--- src/rtl/mem_port_arbiter.sv ---
// Shares one single-ported unified memory between the MIPS fetch and load/store ports:
// data-priority arbitration with a fetch starvation guard, plus byte-lane steering.
module mem_port_arbiter #(
    parameter int MEM_LAT    = 2,
    parameter int STARVE_MAX = 4
) (
    input  logic        clk,
    input  logic        reset,
    input  logic        i_req,
    input  logic [31:0] i_addr,
    output logic        i_gnt,
    output logic        i_rvalid,
    output logic [31:0] i_rdata,
    input  logic        d_req,
    input  logic        d_we,
    input  logic [1:0]  d_size,
    input  logic        d_signed,
    input  logic [31:0] d_addr,
    input  logic [31:0] d_wdata,
    output logic        d_gnt,
    output logic        d_err,
    output logic        d_rvalid,
    output logic [31:0] d_rdata,
    output logic        m_en,
    output logic        m_we,
    output logic [3:0]  m_be,
    output logic [31:0] m_addr,
    output logic [31:0] m_wdata,
    input  logic [31:0] m_rdata
);
    localparam int LW = (MEM_LAT > 1) ? $clog2(MEM_LAT) : 1;
    localparam int SW = $clog2(STARVE_MAX + 1);
    localparam logic [LW-1:0] CNT_INIT   = LW'(MEM_LAT - 1);
    localparam logic [SW-1:0] STARVE_LIM = SW'(STARVE_MAX);

    typedef enum logic [2:0] {
        S_IDLE  = 3'd0,
        S_ISSUE = 3'd1,
        S_WAIT  = 3'd2,
        S_RESP  = 3'd3,
        S_WRITE = 3'd4,
        S_ERR   = 3'd5
    } state_t;

    function automatic logic misaligned(input logic [1:0] sz, input logic [1:0] a);
        case (sz)
            2'b00:   misaligned = 1'b0;
            2'b01:   misaligned = a[0];
            default: misaligned = (a != 2'b00);
        endcase
    endfunction

    function automatic logic [3:0] lane_be(input logic [1:0] sz, input logic [1:0] a);
        case (sz)
            2'b00:   lane_be = 4'b0001 << a;
            2'b01:   lane_be = a[1] ? 4'b1100 : 4'b0011;
            default: lane_be = 4'b1111;
        endcase
    endfunction

    function automatic logic [31:0] lane_wdata(input logic [1:0] sz, input logic [31:0] wd);
        case (sz)
            2'b00:   lane_wdata = {4{wd[7:0]}};
            2'b01:   lane_wdata = {2{wd[15:0]}};
            default: lane_wdata = wd;
        endcase
    endfunction

    function automatic logic [31:0] load_extract(input logic [1:0] sz, input logic sgn,
                                                 input logic [1:0] a, input logic [31:0] rd);
        logic [7:0]  b;
        logic [15:0] h;
        case (a)
            2'b00:   b = rd[7:0];
            2'b01:   b = rd[15:8];
            2'b10:   b = rd[23:16];
            default: b = rd[31:24];
        endcase
        h = a[1] ? rd[31:16] : rd[15:0];
        case (sz)
            2'b00:   load_extract = {{24{sgn & b[7]}}, b};
            2'b01:   load_extract = {{16{sgn & h[15]}}, h};
            default: load_extract = rd;
        endcase
    endfunction

    state_t         r_state, w_state_nxt;
    logic [SW-1:0]  r_starve, w_starve_nxt;
    logic [LW-1:0]  r_cnt, w_cnt_nxt;
    logic           r_own_d, w_own_d_nxt;
    logic [1:0]     r_size, w_size_nxt;
    logic           r_signed, w_signed_nxt;
    logic [1:0]     r_lane, w_lane_nxt;

    logic           r_i_gnt, w_i_gnt;
    logic           r_i_rvalid, w_i_rvalid;
    logic [31:0]    r_i_rdata, w_i_rdata;
    logic           r_d_gnt, w_d_gnt;
    logic           r_d_err, w_d_err;
    logic           r_d_rvalid, w_d_rvalid;
    logic [31:0]    r_d_rdata, w_d_rdata;
    logic           r_m_en, w_m_en;
    logic           r_m_we, w_m_we;
    logic [3:0]     r_m_be, w_m_be;
    logic [31:0]    r_m_addr, w_m_addr;
    logic [31:0]    r_m_wdata, w_m_wdata;

    logic           w_sample;
    logic           w_pick_d;
    logic           w_pick_i;
    logic           w_unused;

    assign w_unused = ^i_addr[1:0];
    assign w_sample = (r_state == S_IDLE) || (r_state == S_RESP);

    // Next-state, arbitration and next-output logic; all outputs are registered from here.
    always_comb begin
        w_state_nxt  = r_state;
        w_starve_nxt = r_starve;
        w_cnt_nxt    = r_cnt;
        w_own_d_nxt  = r_own_d;
        w_size_nxt   = r_size;
        w_signed_nxt = r_signed;
        w_lane_nxt   = r_lane;
        w_i_gnt      = 1'b0;
        w_i_rvalid   = 1'b0;
        w_i_rdata    = r_i_rdata;
        w_d_gnt      = 1'b0;
        w_d_err      = 1'b0;
        w_d_rvalid   = 1'b0;
        w_d_rdata    = r_d_rdata;
        w_m_en       = 1'b0;
        w_m_we       = 1'b0;
        w_m_be       = 4'b0000;
        w_m_addr     = 32'h0000_0000;
        w_m_wdata    = 32'h0000_0000;
        w_pick_d     = 1'b0;
        w_pick_i     = 1'b0;

        // Data wins unless fetch has already lost STARVE_MAX contested rounds in a row.
        if (w_sample) begin
            if (d_req && (!i_req || (r_starve < STARVE_LIM))) begin
                w_pick_d = 1'b1;
                if (i_req) begin
                    w_starve_nxt = r_starve + 1'b1;
                end else begin
                    w_starve_nxt = r_starve;
                end
            end else if (i_req) begin
                w_pick_i     = 1'b1;
                w_starve_nxt = '0;
            end else begin
                w_starve_nxt = r_starve;
            end
        end else begin
            w_starve_nxt = r_starve;
        end

        case (r_state)
            S_IDLE, S_RESP: begin
                if (w_pick_d) begin
                    w_own_d_nxt  = 1'b1;
                    w_size_nxt   = d_size;
                    w_signed_nxt = d_signed;
                    w_lane_nxt   = d_addr[1:0];
                    w_d_gnt      = 1'b1;
                    if (misaligned(d_size, d_addr[1:0])) begin
                        w_state_nxt = S_ERR;
                        w_d_err     = 1'b1;
                    end else if (d_we) begin
                        w_state_nxt = S_WRITE;
                        w_m_en      = 1'b1;
                        w_m_we      = 1'b1;
                        w_m_be      = lane_be(d_size, d_addr[1:0]);
                        w_m_addr    = {d_addr[31:2], 2'b00};
                        w_m_wdata   = lane_wdata(d_size, d_wdata);
                    end else begin
                        w_state_nxt = S_ISSUE;
                        w_m_en      = 1'b1;
                        w_m_be      = 4'b1111;
                        w_m_addr    = {d_addr[31:2], 2'b00};
                    end
                end else if (w_pick_i) begin
                    w_own_d_nxt = 1'b0;
                    w_i_gnt     = 1'b1;
                    w_state_nxt = S_ISSUE;
                    w_m_en      = 1'b1;
                    w_m_be      = 4'b1111;
                    w_m_addr    = {i_addr[31:2], 2'b00};
                end else begin
                    w_state_nxt = S_IDLE;
                end
            end
            S_ISSUE: begin
                w_state_nxt = S_WAIT;
                w_cnt_nxt   = CNT_INIT;
            end
            S_WAIT: begin
                if (r_cnt == '0) begin
                    w_state_nxt = S_RESP;
                    if (r_own_d) begin
                        w_d_rvalid = 1'b1;
                        w_d_rdata  = load_extract(r_size, r_signed, r_lane, m_rdata);
                    end else begin
                        w_i_rvalid = 1'b1;
                        w_i_rdata  = m_rdata;
                    end
                end else begin
                    w_cnt_nxt = r_cnt - 1'b1;
                end
            end
            S_WRITE, S_ERR: begin
                w_state_nxt = S_IDLE;
            end
            default: begin
                w_state_nxt = S_IDLE;
            end
        endcase
    end

    // State, captured request attributes and registered outputs; reset abandons any read.
    always_ff @(posedge clk or posedge reset) begin
        if (reset) begin
            r_state    <= S_IDLE;
            r_starve   <= '0;
            r_cnt      <= '0;
            r_own_d    <= 1'b0;
            r_size     <= 2'b00;
            r_signed   <= 1'b0;
            r_lane     <= 2'b00;
            r_i_gnt    <= 1'b0;
            r_i_rvalid <= 1'b0;
            r_i_rdata  <= 32'h0000_0000;
            r_d_gnt    <= 1'b0;
            r_d_err    <= 1'b0;
            r_d_rvalid <= 1'b0;
            r_d_rdata  <= 32'h0000_0000;
            r_m_en     <= 1'b0;
            r_m_we     <= 1'b0;
            r_m_be     <= 4'b0000;
            r_m_addr   <= 32'h0000_0000;
            r_m_wdata  <= 32'h0000_0000;
        end else begin
            r_state    <= w_state_nxt;
            r_starve   <= w_starve_nxt;
            r_cnt      <= w_cnt_nxt;
            r_own_d    <= w_own_d_nxt;
            r_size     <= w_size_nxt;
            r_signed   <= w_signed_nxt;
            r_lane     <= w_lane_nxt;
            r_i_gnt    <= w_i_gnt;
            r_i_rvalid <= w_i_rvalid;
            r_i_rdata  <= w_i_rdata;
            r_d_gnt    <= w_d_gnt;
            r_d_err    <= w_d_err;
            r_d_rvalid <= w_d_rvalid;
            r_d_rdata  <= w_d_rdata;
            r_m_en     <= w_m_en;
            r_m_we     <= w_m_we;
            r_m_be     <= w_m_be;
            r_m_addr   <= w_m_addr;
            r_m_wdata  <= w_m_wdata;
        end
    end

    assign i_gnt    = r_i_gnt;
    assign i_rvalid = r_i_rvalid;
    assign i_rdata  = r_i_rdata;
    assign d_gnt    = r_d_gnt;
    assign d_err    = r_d_err;
    assign d_rvalid = r_d_rvalid;
    assign d_rdata  = r_d_rdata;
    assign m_en     = r_m_en;
    assign m_we     = r_m_we;
    assign m_be     = r_m_be;
    assign m_addr   = r_m_addr;
    assign m_wdata  = r_m_wdata;

endmodule

--- config.mk ---
export PLATFORM = sky130hd
export DESIGN_NAME = mem_port_arbiter
export DESIGN_NICKNAME = d
export VERILOG_FILES = /design/src/rtl/mem_port_arbiter.sv
export SDC_FILE = /design/constraint.sdc
export NUM_CORES = 1
export LEC_CHECK = 0
export ABC_AREA = 1
export BUFFER_PORTS_ARGS = -buffer_cell sky130_fd_sc_hd__buf_2
export CAP_MARGIN = 40
export CORE_MARGIN = 1
export CORE_UTILIZATION = 50
export CTS_BUF_LIST = sky130_fd_sc_hd__clkbuf_4
export DETAILED_ROUTE_END_ITERATION = 10
export PLACE_DENSITY = 0.82
export SLEW_MARGIN = 20
export SYNTH_ARGS = -nofsm -noshare
export SYNTH_HDL_FRONTEND = slang
export SYNTH_SLANG_ARGS = --single-unit
--- constraint.sdc ---
create_clock -name clk -period 6.83 [get_ports clk]
set_input_delay 1.366 -clock clk [delete_from_list [all_inputs] [get_ports clk]]
set_output_delay 1.366 -clock clk [all_outputs]
set_load 0.01 [all_outputs]
==> results.sh <==
export IMPL_status="complete, no violations"
export IMPL_fin_crit_ns=2.480
export IMPL_synth_top_cell_area_share_pct=57.05
export IMPL_rsz0062_at_grt="false"
export IMPL_cts_buffers=17
export IMPL_grt_first_pass_wirelength_um=27040
export IMPL_drc_errors=0
export IMPL_cts_tree="done"
export IMPL_async_reset_ff_share_pct=100.0
export IMPL_wl_per_cell_um=14.09
export IMPL_crit_slowest_cell="nor2_4"
export IMPL_max_freq_mhz=403.2
export IMPL_syn_inst=802
export IMPL_finalSetupViolCount=0
export IMPL_syn_area_per_cell_um2=8.205
export IMPL_finalCritPeriodShare_pct=36.32
export IMPL_grt_max_degree=85
export IMPL_slew_headroom_pct=48.16
export IMPL_clockRootBuffer="clkbuf_4"
export IMPL_finalSetupTns_ns=0
export IMPL_peakVddDrop_mv=0.1764
export IMPL_grt_overflow_total=0
export IMPL_cts_resized=0
export IMPL_drtAntennaViolNets=0
export IMPL_clkTransAtPathRegs_ns=0.12
export IMPL_avgViaCountPerCell=4.950
export IMPL_power_density_nw_per_um2=377.6
export IMPL_layout_nets=1194
export IMPL_ys_seq_elements=150
export IMPL_required_ns=7.31
export IMPL_postPlaceCellArea_um2=8015
export IMPL_cp_max_fo=30
export IMPL_std_cell_rows=41
export IMPL_yosys_area_top_type="dfrtp_1"
export IMPL_critPathBufInv=3
export IMPL_num_vias=6148
export IMPL_tightest_slew_ns=0.7768
export IMPL_port_buffers=270
export IMPL_skew_ns=0.02051
export IMPL_crit_family="simple AND/OR/NAND/NOR gates"
export IMPL_endpoint_kind="register"
export IMPL_slew_violations=0
export IMPL_grt_pass1_vias=5638
export IMPL_clk_path_buf_depth=2
export IMPL_max_stage_delay_ns=0.55
export IMPL_critPathKind="input port to register"
export IMPL_antenna_found_initial=0
export IMPL_yosys_warnings=0
export IMPL_die_h_um=116.7
export IMPL_dieWidth_um=116.7
export IMPL_finalWirelength_um=17500
export IMPL_hp_class="register to register"
export IMPL_area_growth_pct=25.25
export IMPL_cp_start_kind="input port"
export IMPL_dr_pass1_iters=4
export IMPL_place_gp_congestion=0.8575
export IMPL_cts_hold_buf=0
export IMPL_stdcell_area_um2=8242
export IMPL_ioPinCount=275
export IMPL_path_cells="buf_2 -> inv_2 -> o21ai_2 -> nor2_4 -> inv_2 -> nor2_4 -> nand2_1 -> nand2_1"
export IMPL_core_area_um2=12720
export IMPL_synth_area_top_cells="dfrtp_1, nand2_1, nor2_1, o21ai_0, inv_1"
export IMPL_synth_flop_cell="dfrtp_1"
export IMPL_fillers=1151
export IMPL_yosysUniqueCellTypes=28
export IMPL_fp_dieArea_um2=13620
export IMPL_cts_setup_buffers=0
export IMPL_p_leak_nw=4.947
export IMPL_grtUsageTotal_pct=26.59
export IMPL_clock_sinks=150
export IMPL_crit_arrival_ns=2.96
export IMPL_fin_ws_ns=4.350
export IMPL_antenna_cells=0
export IMPL_synth_area_um2=6580
export IMPL_hold_viol_final=0
export IMPL_maxCapViolations=0
export IMPL_drt_iter0_drc=449
export IMPL_hpwl_um=12910
export IMPL_ys_seq_area_share_pct=57.05
export IMPL_htree_levels=4
export IMPL_synth_edff_count=0
export IMPL_final_layout_size_suffix_gt1_share_pct=31.87
export IMPL_start_util_pct=51.72
export IMPL_place_ws_ns=3.808
export IMPL_clock_latency_ns=0.55
## kinds of logic after synthesis
group	synth area share, %
buffers and inverters	7.720
and+or+nand+nor	26.89
AOI/OAI and AO/OA	8.101
DFF	57.05
adders and majority gates	0.1901
other	0.05699
## registers in the layout, summed over array words and instances, names as in the netlist, 2 cells and up
signal    count
d_rdata      32
m_addr       30
r_starve      3
m_wdata      32
i_rdata      32
r_state       3
r_size        2
r_lane        2
m_be          4
## through the flow
step	hold slack, ns	utilization [%]	total power [mW]	cells
floorplan	0.4570	-	2.179	803
global placement	0.4562	62.67	2.619	1208
detailed placement	0.4613	63.00	2.665	1210
CTS	0.4917	64.78	3.133	1242
global route	0.5119	64.78	3.377	1242
finish	0.4868	64.78	3.112	1242
## worst register-to-register path, stage by stage (launching register included)
cell and delay [ns]:
dfrtp_1 0.42, inv_1 0.08, nand3_1 0.11, nor2_2 0.62, inv_2 0.51, nor2_1 0.20
nand3_1 0.11, nand2_1 0.10, inv_1 0.04
## path summary, 6_finish.rpt
| check | from | endpoint | slack [ns] | depth (start not counted) |
|---|---|---|---|---|
| worst max-delay path | i_req | m_addr[5] | 4.35 | 8 |
| worst min-delay path | i_rdata[19] | i_rdata[19] | 0.49 | 2 |
| worst max register to register | r_state[0] | d_rdata[17] | 4.53 | 8 |
| worst min register to register | i_rdata[19] | i_rdata[19] | 0.49 | 2 |
| max in group asynchronous | reset | d_rdata[18] | 4.85 | 4 |
| min in group asynchronous | reset | m_wdata[29] | 0.94 | 2 |
## power breakdown
group	internal (mW)	switching, mW
Sequential	1.20	0.179
Clock	0.150	0.319
Combinational	0.489	0.776
## metal layers
metal / track usage [%] / part of all wire [%]
met1: 32.23 / 40
met2: 44.06 / 48
met3: 8.044 / 8.7
met4: 11.65 / 2.6
met5: 0 / 0
## layout make-up
type                    count  area, um2  share of cell area, %
clock buffers              19      142.6                  1.731
clock inverters            13      83.83                  1.017
inverters                  79      301.5                  3.659
multi-input cells         534       2328                  28.25
flip-flops and latches    150       3754                  45.54
well taps                 172      215.2                  2.611
repair buffers            275       1416                  17.19
## Yosys cell counts, types with 2 or more instances
| cell | count |
|---|---|
| nand2_1 | 276 |
| dfrtp_1 | 150 |
| nor2_1 | 80 |
| inv_1 | 70 |
| o21ai_0 | 54 |
| a21oi_1 | 37 |
| nand3_1 | 29 |
| nor3_1 | 20 |
| buf_2 | 16 |
| or2_2 | 16 |
| clkbuf_1 | 10 |
| buf_4 | 9 |
| inv_2 | 8 |
| o22ai_1 | 7 |
| buf_1 | 4 |
| nor2_4 | 3 |
| nand3_2 | 2 |
## layout by cell type (no fill, tap or decap), types with 16 or more instances in the layout
master and n:
clkbuf_4 19, nor2_1 80, nand3_1 29, dfrtp_1 150, inv_1 69, o21ai_0 54, buf_2 270, nand2_1 276
or2_2 16, a21oi_1 37, nor3_1 20
Power figures use the tool's default switching activity.
